### config.mk
export PLATFORM = sky130hd
export DESIGN_NAME = fifo_rptr_empty
export DESIGN_NICKNAME = d
export VERILOG_FILES = /design/src/rtl/fifo_rptr_empty.sv
export SDC_FILE = /design/constraint.sdc
export NUM_CORES = 1
export LEC_CHECK = 0
export BUFFER_PORTS_ARGS = -buffer_cell sky130_fd_sc_hd__buf_2
export CORE_AREA = 2 2 39 41
export DETAILED_ROUTE_END_ITERATION = 10
export DIE_AREA = 0 0 41 43
export HOLD_SLACK_MARGIN = 0.03
export MAX_ROUTING_LAYER = met4
export PLACE_DENSITY = 0.65
export SYNTH_ARGS = -nofsm -noshare
export SYNTH_HDL_FRONTEND = slang
export SYNTH_SLANG_ARGS = --single-unit
export TNS_END_PERCENT = 10
### constraint.sdc
create_clock -name i_rclk -period 2.2 [get_ports i_rclk]
set_clock_uncertainty 0.2 [all_clocks]
set_input_delay 0.44 -clock i_rclk [delete_from_list [all_inputs] [get_ports i_rclk]]
set_output_delay 0.44 -clock i_rclk [all_outputs]
set_load 0.01 [all_outputs]
### src/rtl/fifo_rptr_empty.sv
// Read-side pointer and empty-flag generator for the asynchronous FIFO.
// Keeps the binary read address for the RAM, returns the Gray read pointer
// to the comparator, and turns the comparator's almost-empty into a
// registered empty flag. Empty is set at once; it only clears after two
// read-clock edges.
// ADDR_WIDTH must be at least 2, because the comparator decodes the top
// two Gray bits as the quadrant.
module fifo_rptr_empty #(
  parameter int ADDR_WIDTH = 4
) (
  input  logic                  i_rclk,
  input  logic                  i_rrst,
  input  logic                  i_rinc,
  input  logic                  i_aempty_n,
  output logic                  o_rempty,
  output logic                  o_ren,
  output logic [ADDR_WIDTH-1:0] o_raddr,
  output logic [ADDR_WIDTH-1:0] o_rptr,
  output logic                  o_runderflow
);

  logic [ADDR_WIDTH-1:0] rbin_q, rbin_d;
  logic [ADDR_WIDTH-1:0] rptr_q, rptr_d;
  logic                  runderflow_q, runderflow_d;
  logic                  rempty1_q, rempty_q;
  logic                  accept;

  // A read is accepted only when the flag seen before the edge says not empty.
  assign accept = i_rinc & ~rempty_q;

  // Next pointer values. The binary count wraps naturally, and the Gray code
  // is derived from the incremented binary value.
  always_comb begin
    rbin_d       = rbin_q;
    rptr_d       = rptr_q;
    runderflow_d = runderflow_q | (i_rinc & rempty_q);
    if (accept) begin
      rbin_d = rbin_q + 1'b1;
      rptr_d = rbin_d ^ (rbin_d >> 1);
    end
  end

  // Pointer and sticky underflow registers. Reset overrides any read in flight.
  always_ff @(posedge i_rclk) begin
    if (i_rrst) begin
      rbin_q       <= '0;
      rptr_q       <= '0;
      runderflow_q <= 1'b0;
    end else begin
      rbin_q       <= rbin_d;
      rptr_q       <= rptr_d;
      runderflow_q <= runderflow_d;
    end
  end

  // Empty synchroniser. A low almost-empty sets both flops without waiting
  // for a clock, so a read cannot slip past the comparator. Once almost-empty
  // is released, a zero shifts through two flops. Reset also drives ones, so
  // reset and the asynchronous set never conflict.
  always_ff @(posedge i_rclk or negedge i_aempty_n) begin
    if (!i_aempty_n) begin
      rempty1_q <= 1'b1;
      rempty_q  <= 1'b1;
    end else if (i_rrst) begin
      rempty1_q <= 1'b1;
      rempty_q  <= 1'b1;
    end else begin
      rempty1_q <= 1'b0;
      rempty_q  <= rempty1_q;
    end
  end

  // The RAM reads asynchronously, so the enable is combinational.
  assign o_ren        = accept;
  assign o_rempty     = rempty_q;
  assign o_raddr      = rbin_q;
  assign o_rptr       = rptr_q;
  assign o_runderflow = runderflow_q;

endmodule

==> results of run 1 <==
==> final cells by class <==
class	instances	area (um^2)
repair buffers	15	80.1
clock buffers	4	36.3
multi-input cells	31	211
inverters	1	3.75
flip-flops and latches	10	213
well taps	16	20.0
fillers	145	820
==> kinds of logic after synthesis <==
family	after synthesis
AND/OR/NAND/NOR	15
flip-flops	10
AO/OA/AOI/OAI	8
XOR/XNOR	7
buffers and inverters	3
adder cells (fa/ha/maj)	1
==> metal layers <==
metal | vias to the layer above | track usage, % | part of all wire (%)
met5 | - | - | 0
met1 | 159 | 14.0 | 44
li1 | 180 | - | -
met3 | 4 | 3.14 | 3.2
met2 | 8 | 15.3 | 50
met4 | 0 | 10.0 | 2.9
==> registers in the layout (all words and copies together), names as in the netlist <==
name and flops:
o_raddr 4, o_rempty 1, o_rptr 3, o_runderflow 1, rempty1_q 1
==> power by group <==
group | switching (uW) | total (uW) | internal, uW
Sequential | 5.03 | 194 | 189
Clock | 65.6 | 166 | 100
Combinational | 16.8 | 33.1 | 16.3
Total | 87.4 | 393 | 306
==> final timing paths <==
kind                                         start                      to  slack [ns]  depth (start not counted)
max reg2reg                o_raddr[0]$_SDFFE_PP0P_  o_rptr[1]$_SDFFE_PP0P_        0.72                          4
max                             o_rempty$_DFF_PN1_                   o_ren        0.35                          3
min reg2reg                 o_rptr[0]$_SDFFE_PP0P_  o_rptr[0]$_SDFFE_PP0P_        0.27                          2
min in group asynchronous               i_aempty_n      o_rempty$_DFF_PN1_        0.45                          2
min                                         i_rrst     rempty1_q$_DFF_PN1_        0.16                          1
max in group asynchronous               i_aempty_n     rempty1_q$_DFF_PN1_        1.33                          2
==> per-stage QoR <==
step	setup slack, ns	utilization (%)	cell area, um^2	hold WS [ns]	power [uW]
final	0.352	40.8	564	0.157	393
after global routing	0.273	40.8	564	0.153	414
after CTS	0.341	40.8	564	0.157	398
after detailed placement	0.618	37.4	518	0.196	230
after global placement	0.640	37.4	518	0.191	230
after floorplan	0.759	-	439	0.0922	218
==> timing repair <==
item,in CTS,in global routing
setup endpoints to repair,0,0
hold buffers,1,0
endpoints found under the hold margin,2,0
==> layout by cell type, fill, tap and decap left out <==
master | Yosys | final
a21boi_2 | 1 | 1
buf_2 | 0 | 14
or3_1 | 1 | 1
xnor2_1 | 4 | 4
xor2_1 | 3 | 3
nand2_1 | 4 | 4
nand3b_1 | 3 | 3
dfstp_2 | 2 | 2
nor2_1 | 3 | 3
clkbuf_8 | 0 | 1
clkbuf_4 | 0 | 3
a21oi_1 | 4 | 4
nand2b_4 | 1 | 1
inv_1 | 1 | 1
or2_2 | 1 | 1
dlygate4sd3_1 | 0 | 1
nand3_2 | 1 | 1
dfxtp_1 | 8 | 8
ha_1 | 1 | 1
nand2b_1 | 1 | 1
o21ai_0 | 3 | 3
==> metrics.md, run 1 <==
| Metric | Value |
|---|---|
| Final Hold Viols | `0` |
| Peak supply drop | `0.331 mV` |
| Vias per cell | `4.56` |
| PortBufs | `14` |
| Initial Utilization | `31.7%` |
| Post-layout min period | `approximately 1.8 ns` |
| Deepest clock path buffer count | `2` |
| MaxCap Viol Count | `0` |
| Synth Instances | `44` |
| Worst Tran Pin Value | `0.273 ns` |
| Worst min path class | `in2reg` |
| Fraction of layout cells with a size suffix above 1 | `39.3%` |
| CTS tree | `done` |
| Post-synth EDFFs | `0` |
| Synth Area in Simple Gates | `20.8%` |
| Synth cell count leaders | `dfxtp_1 (8), a21oi_1 (4), nand2_1 (4), xnor2_1 (4)` |
| Post-CTS Setup Bufs | `0` |
| Max_slew headroom | `81.8%` |
| CP required | `roughly 1.6 ns` |
| Largest net degree at the start of global routing | `12` |
| Total CTS buffers | `3` |
| Async SR Flop Fraction | `between 20% and 30%` |
| GPL Wtd Cong | `roughly 0.77` |
| FMAX | `541 MHz` |
| Final net count | `67` |
| Die W | `41 um` |
| CTS root buf | `clkbuf_4` |
| Main combinational cell family by area after synthesis | `simple AND/OR/NAND/NOR gates` |
| Gr ovfl total | `0` |
| Crit path buf inv count | `2` |
| FF+latch count, synth | `10` |
| Clock Sinks | `10` |
| Critical path arrival | `around 1.2 ns` |
| Setup tns final | `0 ns` |
| Critical path capture point type | `output port` |
| Area grow syn2layout | `28.5%` |
| Top Ports | `15` |
| P_leak | `0.000264 uW` |
| Final cell count without fillers | `77` |
| CP Max Fanout | `7` |
| First-pass GRT wire length | `1310 um` |
| CP Class | `reg2out` |
| GRT Overall Usage | `11.7%` |
| Crit-path cells | `nand2b_4 > inv_1 > buf_2` |
| Synth Warn # | `0` |
| CTS resizes | `0` |
| Clock Pin Slew Worst Setup and Hold Paths | `0.06 ns` |
| H-tree depth | `1` |
| Area leader, netlist | `dfxtp_1` |
| Synth Area in Compound Gates | `10.5%` |
| Post-synth net total | `49` |
| Synth Cell Area | `439 um^2` |
| WL/cell | `10.2 um` |
| Die Ht | `43 um` |
| Share of the synthesized area in the top cell type | `between 30 and 40%` |
| N_diodes | `0` |
| Die ar. | `1760 um^2` |
| Startpoint types | `flop` |
| Status | `finished clean` |
| Core area | `around 1400 um^2` |
| Post-Synth XOR/XNOR Area | `14.0%` |
| Post-route DRC violation count | `0` |
| Syn Area/Cell | `9.98 um^2` |
| Dominant cell by count in the synthesized netlist | `dfxtp_1` |
| Critical path's slowest cell | `dfstp_2` |
| Iter 0 DRT Violations | `2` |
| # placed instances | `72` |
| Final setup viols | `0` |
| Critical Path Max Stage Delay | `0.54 ns` |
| Final Max Slew Viols | `0` |
| CP top delay family | `flip-flops` |
| Period Utilization, post-route | `84.0%` |
| Number of routed nets with antenna violations | `0` |
| Power Dens Cells | `697 nW/um^2` |
| Worst-skew pair later-pin latency | `0.26 ns` |
| Post-Synth Adder-Cell Area | `2.85%` |
| Vias in the first global route | `between 300 and 400` |
| Ys flop type | `dfxtp_1` |
| Initial antenna violation count | `0` |
| Top cells by area, synth | `dfxtp_1 (36%), dfstp_2 (12%), xnor2_1 (8.0%)` |
| Post-DP HPWL | `between 500 and 600 um` |
| Post-synthesis mux area share | `0%` |
| Synth cell types | `19` |
| Final WL | `783 um` |
| Num rows | `14` |
| TritonRoute pass-1 iters | `4` |
| RSZ-0062 raised after global routing | `false` |
| Routed vias | `~350` |
| Post-synthesis sequential area ratio | `48.4%` |
No activity file was read; power rests on OpenSTA's default activity.
==> inputs of run 2 (changes only) <==
PLACE_DENSITY = 0.68   (was 0.65)
clock period = 1.5 ns   (was 2.2 ns; I/O delays follow)
==> run 2 against run 1 <==
Effect of this change: critical path depth unchanged; worst hold slack got worse by 0.015 ns; sequential cell count unchanged; cell area increased by 11%; sequential power rose by 45%; sequential share of layout area is 3.8 points lower; register-to-register slack got worse by 0.61 ns; the run now ends with setup timing left; combinational power rose by 100%.
==> metrics.md, run 2 (synthesis gave the netlist of run 1 again) <==
| Metric | Value |
|---|---|
| Status | `complete, but fails checks` |
| Failing checks | `setup timing` |
| Num rows | `14` |
| Number of routed nets with antenna violations | `0` |
| Gr ovfl total | `0` |
| FMAX | `642 MHz` |
| Initial antenna violation count | `0` |
| Clock Pin Slew Worst Setup and Hold Paths | `around 0.06 ns` |
| MaxCap Viol Count | `0` |
| CP top delay family | `flip-flops` |
| Post-route DRC violation count | `0` |
| P_leak | `~0.00029 uW` |
| Max_slew headroom | `85.7%` |
| CP Class | `reg2out` |
| Die Ht | `~43 um` |
| Max reg flops | `4` |
| Initial Utilization | `between 30% and 40%` |
| Largest net degree at the start of global routing | `12` |
| Crit path buf inv count | `2` |
| Total CTS buffers | `3` |
| Switching part of the total power | `21.0%` |
| Commonest non-fill, non-tap cell in the layout | `buf_2` |
| GPL Wtd Cong | `0.717` |
| WL/cell | `slightly above 10 um` |
| Startpoint types | `flop` |
| Vias per cell | `4.51` |
| Deepest clock path buffer count | `2` |
| Peak supply drop | `0.565 mV` |
| Worst-skew pair later-pin latency | `0.26 ns` |
| Final WL | `approximately 860 um` |
| Post-DP HPWL | `599 um` |
| Core area | `1380 um^2` |
| Critical path arrival | `about 1.1 ns` |
| R2r startpoint | `o_rempty$_DFF_PN1_` |
| Setup slack at placement | `0.0716 ns` |
| H-tree depth | `1` |
| Critical Path Source | `o_rempty$_DFF_PN1_` |
| Top Ports | `15` |
| Vias in the first global route | `327` |
| Final Max Slew Viols | `0` |
| TritonRoute pass-1 iters | `2` |
| CP Max Fanout | `2` |
| Area grow syn2layout | `42.7%` |
| Clock power share | `40.2%` |
| Post-layout min period | `approximately 1.6 ns` |
| Fin worst setup slack | `-0.0569 ns` |
| Clock Sinks | `10` |
| Sw power | `roughly 120 uW` |
| Critical path capture point type | `output port` |
| Routed vias | `374` |
| Seq pwr share | `48.3%` |
| Period Utilization, post-route | `104%` |
| CP required | `1.00 ns` |
| Worst min path class | `in2reg` |
| CTS tree | `done` |
| First-pass GRT wire length | `around 1400 um` |
| Final setup viols | `1` |
| Tot Pwr | `approximately 580 uW` |
| Worst Tran Pin Value | `0.214 ns` |
| Die ar. | `about 1800 um^2` |
| RSZ-0062 raised after global routing | `true` |
| Final Hold Viols | `0` |
| Fraction of layout cells with a size suffix above 1 | `44.8%` |
| GRT Overall Usage | `about an eighth` |
| Die W | `about 41 um` |
| Internal | `460 uW` |
| CTS root buf | `clkbuf_4` |
| PortBufs | `14` |
| Critical path's slowest cell | `dfstp_2` |
| N_diodes | `0` |
| Crit-path cells | `nand2b_4 > inv_4 > buf_6` |
| Iter 0 DRT Violations | `1` |
| Min-Delay Startpoint | `i_rinc` |
| Critical Path Max Stage Delay | `0.53 ns` |
| Comb power frac | `11.5%` |
| Power Dens Cells | `around 930 nW/um^2` |
| Highest-count cells in the layout ignoring fill and taps | `buf_2 (12), dfxtp_1 (8), buf_4 (5)` |
| Final net count | `73` |
## run 2: worst paths after layout
check / cells past startpoint / slack [ns] / to
max reg2reg: 4 / 0.11 / o_raddr[3]$_SDFFE_PP0P_
max in group asynchronous: 2 / 0.76 / o_rempty$_DFF_PN1_
min reg2reg: 2 / 0.26 / o_rptr[0]$_SDFFE_PP0P_
min in group asynchronous: 2 / 0.32 / rempty1_q$_DFF_PN1_
max: 3 / -0.06 / o_ren
min: 3 / 0.14 / o_runderflow$_SDFF_PP0_
## run 2: power by group through the flow
stage,sequential [uW],clock [uW],combinational (uW)
2_1_floorplan,294,0,25.5
3_3_place_gp,287,0,53.5
3_5_place_dp,287,0,53.8
4_1_cts,281,245,67.6
5_1_grt,282,261,73.2
6_report,281,234,67.1
## run 2: layer usage
layer / wire length, um / global-route usage (%)
met1: 354 / 13.2
met2: 439 / 18.4
met3: 41 / 7.85
met4: 19 / 8.00
met5: 0 / -
## run 2: layout make-up
class / count / area, um^2
Fill cell: 140 / 757
Sequential cell: 10 / 213
Multi-Input combinational cell: 31 / 211
Timing Repair Buffer: 21 / 140
Clock buffer: 4 / 36.3
Tap cell: 16 / 20.0
Inverter: 1 / 6.26
## run 2: what timing repair did
item                                   in CTS  in global routing
endpoints found under the hold margin       3                  0
buffers inserted                            3                  0
hold buffers                                2                  0
gates resized for setup                     4                  0
setup endpoints to repair                   1                  2
## run 2: worst min-delay path, delay by kind of cell
family | cells | cell delay, ns
and+or+nand+nor | 1 | 0.07
AOI/OAI and AO/OA | 1 | 0.07
buffers and inverters | 1 | 0.13
## run 2: stage by stage
| step | std cells | hold WS, ns | util, % | area (um^2) | TNS [ns] |
|---|---|---|---|---|---|
| after floorplan | 44 | -0.0478 | - | 439 | 0 |
| after global placement | 74 | 0.0562 | 38.5 | 533 | 0 |
| after detailed placement | 74 | 0.0610 | 38.5 | 533 | 0 |
| after CTS | 83 | 0.139 | 45.3 | 627 | -0.0640 |
| after global routing | 83 | 0.164 | 45.3 | 627 | -0.134 |
| final | 83 | 0.143 | 45.3 | 627 | -0.0569 |
==> inputs of run 3 (changes only) <==
ABC_AREA = 1   (was unset)
PLACE_DENSITY = 0.7   (was 0.68)
==> run 3 against run 2 <==
Effect of this change: the run still ends with setup timing left; largest power group unchanged; area after synthesis grew 6.6%; sequential power grew 3%; utilization grew 0.27 points; first-iteration DRC count grew to 6.0 times the previous value; final cell count grew 18%; critical endpoint is now o_rempty; critical path depth shrank 2; sequential share of layout area shrank 0.20 points; non-clock buffer count shrank 2; highest routed layer unchanged; register-to-register slack lost 0.03 ns; global-route usage grew 2.2 points.
==> metrics.md, run 3 <==
| Metric | Value |
|---|---|
| Fillers | `135` |
| Clock Sinks | `10` |
| H-tree depth | `1` |
| Final net count | `88` |
| Num rows | `14` |
| Synth Instances | `60` |
| CP top delay family | `flip-flops` |
| Share of the synthesized area in the top cell type | `between 30% and 40%` |
| CTS root buf | `clkbuf_4` |
| Worst-skew pair later-pin latency | `0.27 ns` |
| Syn Area/Cell | `between 7 and 8 um^2` |
| Highest-count cells in the layout ignoring fill and taps | `nand2_1 (18), buf_2 (13), dfxtp_1 (8)` |
| CP required | `1.00 ns` |
| First-pass GRT wire length | `1730 um` |
| RSZ-0062 raised after global routing | `true` |
| Core area | `roughly 1400 um^2` |
| Initial Utilization | `33.8%` |
| Iter 0 DRT Violations | `6` |
| Initial antenna violation count | `0` |
| Post-synth net total | `65` |
| Gr ovfl total | `0` |
| Synth Cell Area | `468 um^2` |
| Status | `complete, but fails checks` |
| Number of routed nets with antenna violations | `0` |
| Post-route DRC violation count | `0` |
| Area taken by multi-input logic gates | `213 um^2` |
| Max_slew headroom | `84.8%` |
| Post-layout min period | `1.52 ns` |
| Die ar. | `1760 um^2` |
| Ys flop type | `dfxtp_1` |
| Final core occ | `~46%` |
| Die W | `around 41 um` |
| N_diodes | `0` |
| Failing checks | `setup timing` |
| Critical path arrival | `1.02 ns` |
| FF+latch count, synth | `10` |
| Largest net degree at the start of global routing | `9` |
| CP Max Fanout | `3` |
| Deepest clock path buffer count | `2` |
| Post-synthesis sequential area ratio | `45.5%` |
| Top Ports | `15` |
| Final setup viols | `2` |
| Post-synth EDFFs | `0` |
| Die Ht | `43 um` |
| P_leak | `0.000316 uW` |
| Period Utilization, post-route | `102%` |
| Synth cell count leaders | `nand2_1 (18), dfxtp_1 (8), inv_1 (7), a21oi_1 (5), nand3_1 (4)` |
| FMAX | `approximately 660 MHz` |
| Clock Pin Slew Worst Setup and Hold Paths | `0.07 ns` |
| Post-DP HPWL | `696 um` |
| Vias in the first global route | `417` |
| Area grow syn2layout | `34.8%` |
| GRT Overall Usage | `about 15%` |
| Critical Path Max Stage Delay | `~0.6 ns` |
| Dominant cell by count in the synthesized netlist | `nand2_1` |
| Vias per cell | `~4.7` |
| Critical path's slowest cell | `dfstp_2` |
| Worst Tran Pin Value | `0.228 ns` |
| Setup tns final | `-0.0421 ns` |
| CP Class | `reg2out` |
| Top cells by area, synth | `dfxtp_1 (34%), nand2_1 (14%), dfstp_2 (11%)` |
| GPL Wtd Cong | `0.701` |
| Fraction of layout cells with a size suffix above 1 | `34.1%` |
| Area leader, netlist | `dfxtp_1` |
| Crit-path cells | `buf_2` |
| Synth Warn # | `0` |
| Power Dens Cells | `898 nW/um^2` |
| Max reg flops | `4` |
| Worst min path class | `in2reg` |
| Crit path buf inv count | `1` |
| CTS tree | `done` |
| Fin worst setup slack | `-0.0240 ns` |
| Routed vias | `~460` |
| Final Hold Viols | `0` |
| MaxCap Viol Count | `0` |
| Total CTS buffers | `3` |
| Async SR Flop Fraction | `20.0%` |
| Final Max Slew Viols | `0` |
| Synth cell types | `18` |
| Setup slack at placement | `roughly 0.22 ns` |
| WL/cell | `approximately 11 um` |
| Peak supply drop | `0.270 mV` |
| Reg area | `between 200 and 250 um^2` |
| Startpoint types | `flop` |
| Commonest non-fill, non-tap cell in the layout | `nand2_1` |
| TritonRoute pass-1 iters | `4` |
| Critical path capture point type | `output port` |
| PortBufs | `14` |
| Final WL | `roughly 1000 um` |
run 3: cell types whose count changed after synthesis, moves of 2 or more:
cell | previous run | this run
nand3b_1 | 3 | 0
inv_1 | 1 | 7
nand2_1 | 4 | 18
xor2_1 | 3 | 0
nand3_1 | 0 | 4
o21ai_0 | 3 | 1
inv_2 | 0 | 2
nand4_1 | 0 | 2
or2_1 | 0 | 2
xnor2_1 | 4 | 1
run 3: worst register-to-register path: stages (launching register included):
cell and delay (ns):
dfstp_2 0.60, nor2_8 0.04, buf_4 0.16, inv_4 0.08, nand2_1 0.05, nand2_1 0.06, nand2_1 0.05, inv_1 0.04
nor2_1 0.03
run 3: worst paths after layout:
kind	start	cells after the start	end	slack (ns)
max	o_rempty$_DFF_PN1_	1	o_rempty	-0.02
min	i_rinc	3	o_runderflow$_SDFF_PP0_	0.09
max reg2reg	o_rempty$_DFF_PN1_	8	o_rptr[2]$_SDFFE_PP0P_	0.08
min reg2reg	o_rptr[0]$_SDFFE_PP0P_	2	o_rptr[0]$_SDFFE_PP0P_	0.28
max in group asynchronous	i_aempty_n	2	rempty1_q$_DFF_PN1_	0.74
min in group asynchronous	i_aempty_n	2	o_rempty$_DFF_PN1_	0.34
run 3: routing by layer:
layer	routed length (um)	GRT usage (%)	part of all wire, %
met1	458	17.4	44
met2	523	21.9	50
met3	40	4.71	3.8
met4	24	10.0	2.3
met5	0	-	0
run 3: repair_timing:
item,CTS,global route
hold endpoints to repair,3,0
hold buffers,2,0
setup buffers,1,0
gates resized for setup,1,1
pin swaps,1,0
endpoints found under the setup margin,2,3
run 3: layout make-up:
cell class                      count  area share [%]
Clock buffer                        4            4.17
Inverter                           10            6.35
Multi-Input combinational cell     39            33.7
Sequential cell                    10            33.7
Tap cell                           16            3.17
Timing Repair Buffer               19            18.8
run 3: logic make-up after synthesis:
| logic type | after synthesis | share of synthesized area, % |
|---|---|---|
| AND/OR/NAND/NOR | 29 | 29.9 |
| adder cells (fa/ha/maj) | 1 | 2.67 |
| AO/OA/AOI/OAI | 8 | 9.89 |
| flip-flops | 10 | 45.5 |
| buffers and inverters | 11 | 10.2 |
| XOR/XNOR | 1 | 1.87 |
run 3: where the power goes:
| part | internal [uW] | leakage (uW) | total, uW | switching [uW] |
|---|---|---|---|---|
| logic | 35.5 | 0.000215 | 77.7 | 42.2 |
| registers | 280 | 0.0000864 | 289 | 8.92 |
| clock network | 103 | 0.0000150 | 199 | 96.5 |
| total | 419 | 0.000316 | 566 | 148 |
run 3: stage by stage:
| step | instance area [um^2] | power, uW | instances | hold slack (ns) |
|---|---|---|---|---|
| global route | 631 | 595 | 98 | 0.131 |
| CTS | 626 | 565 | 98 | 0.0953 |
| detailed placement | 566 | 365 | 91 | 0.0538 |
| global placement | 566 | 363 | 91 | 0.0511 |
| finish | 631 | 566 | 98 | 0.0943 |
| floorplan | 468 | 338 | 60 | -0.0478 |
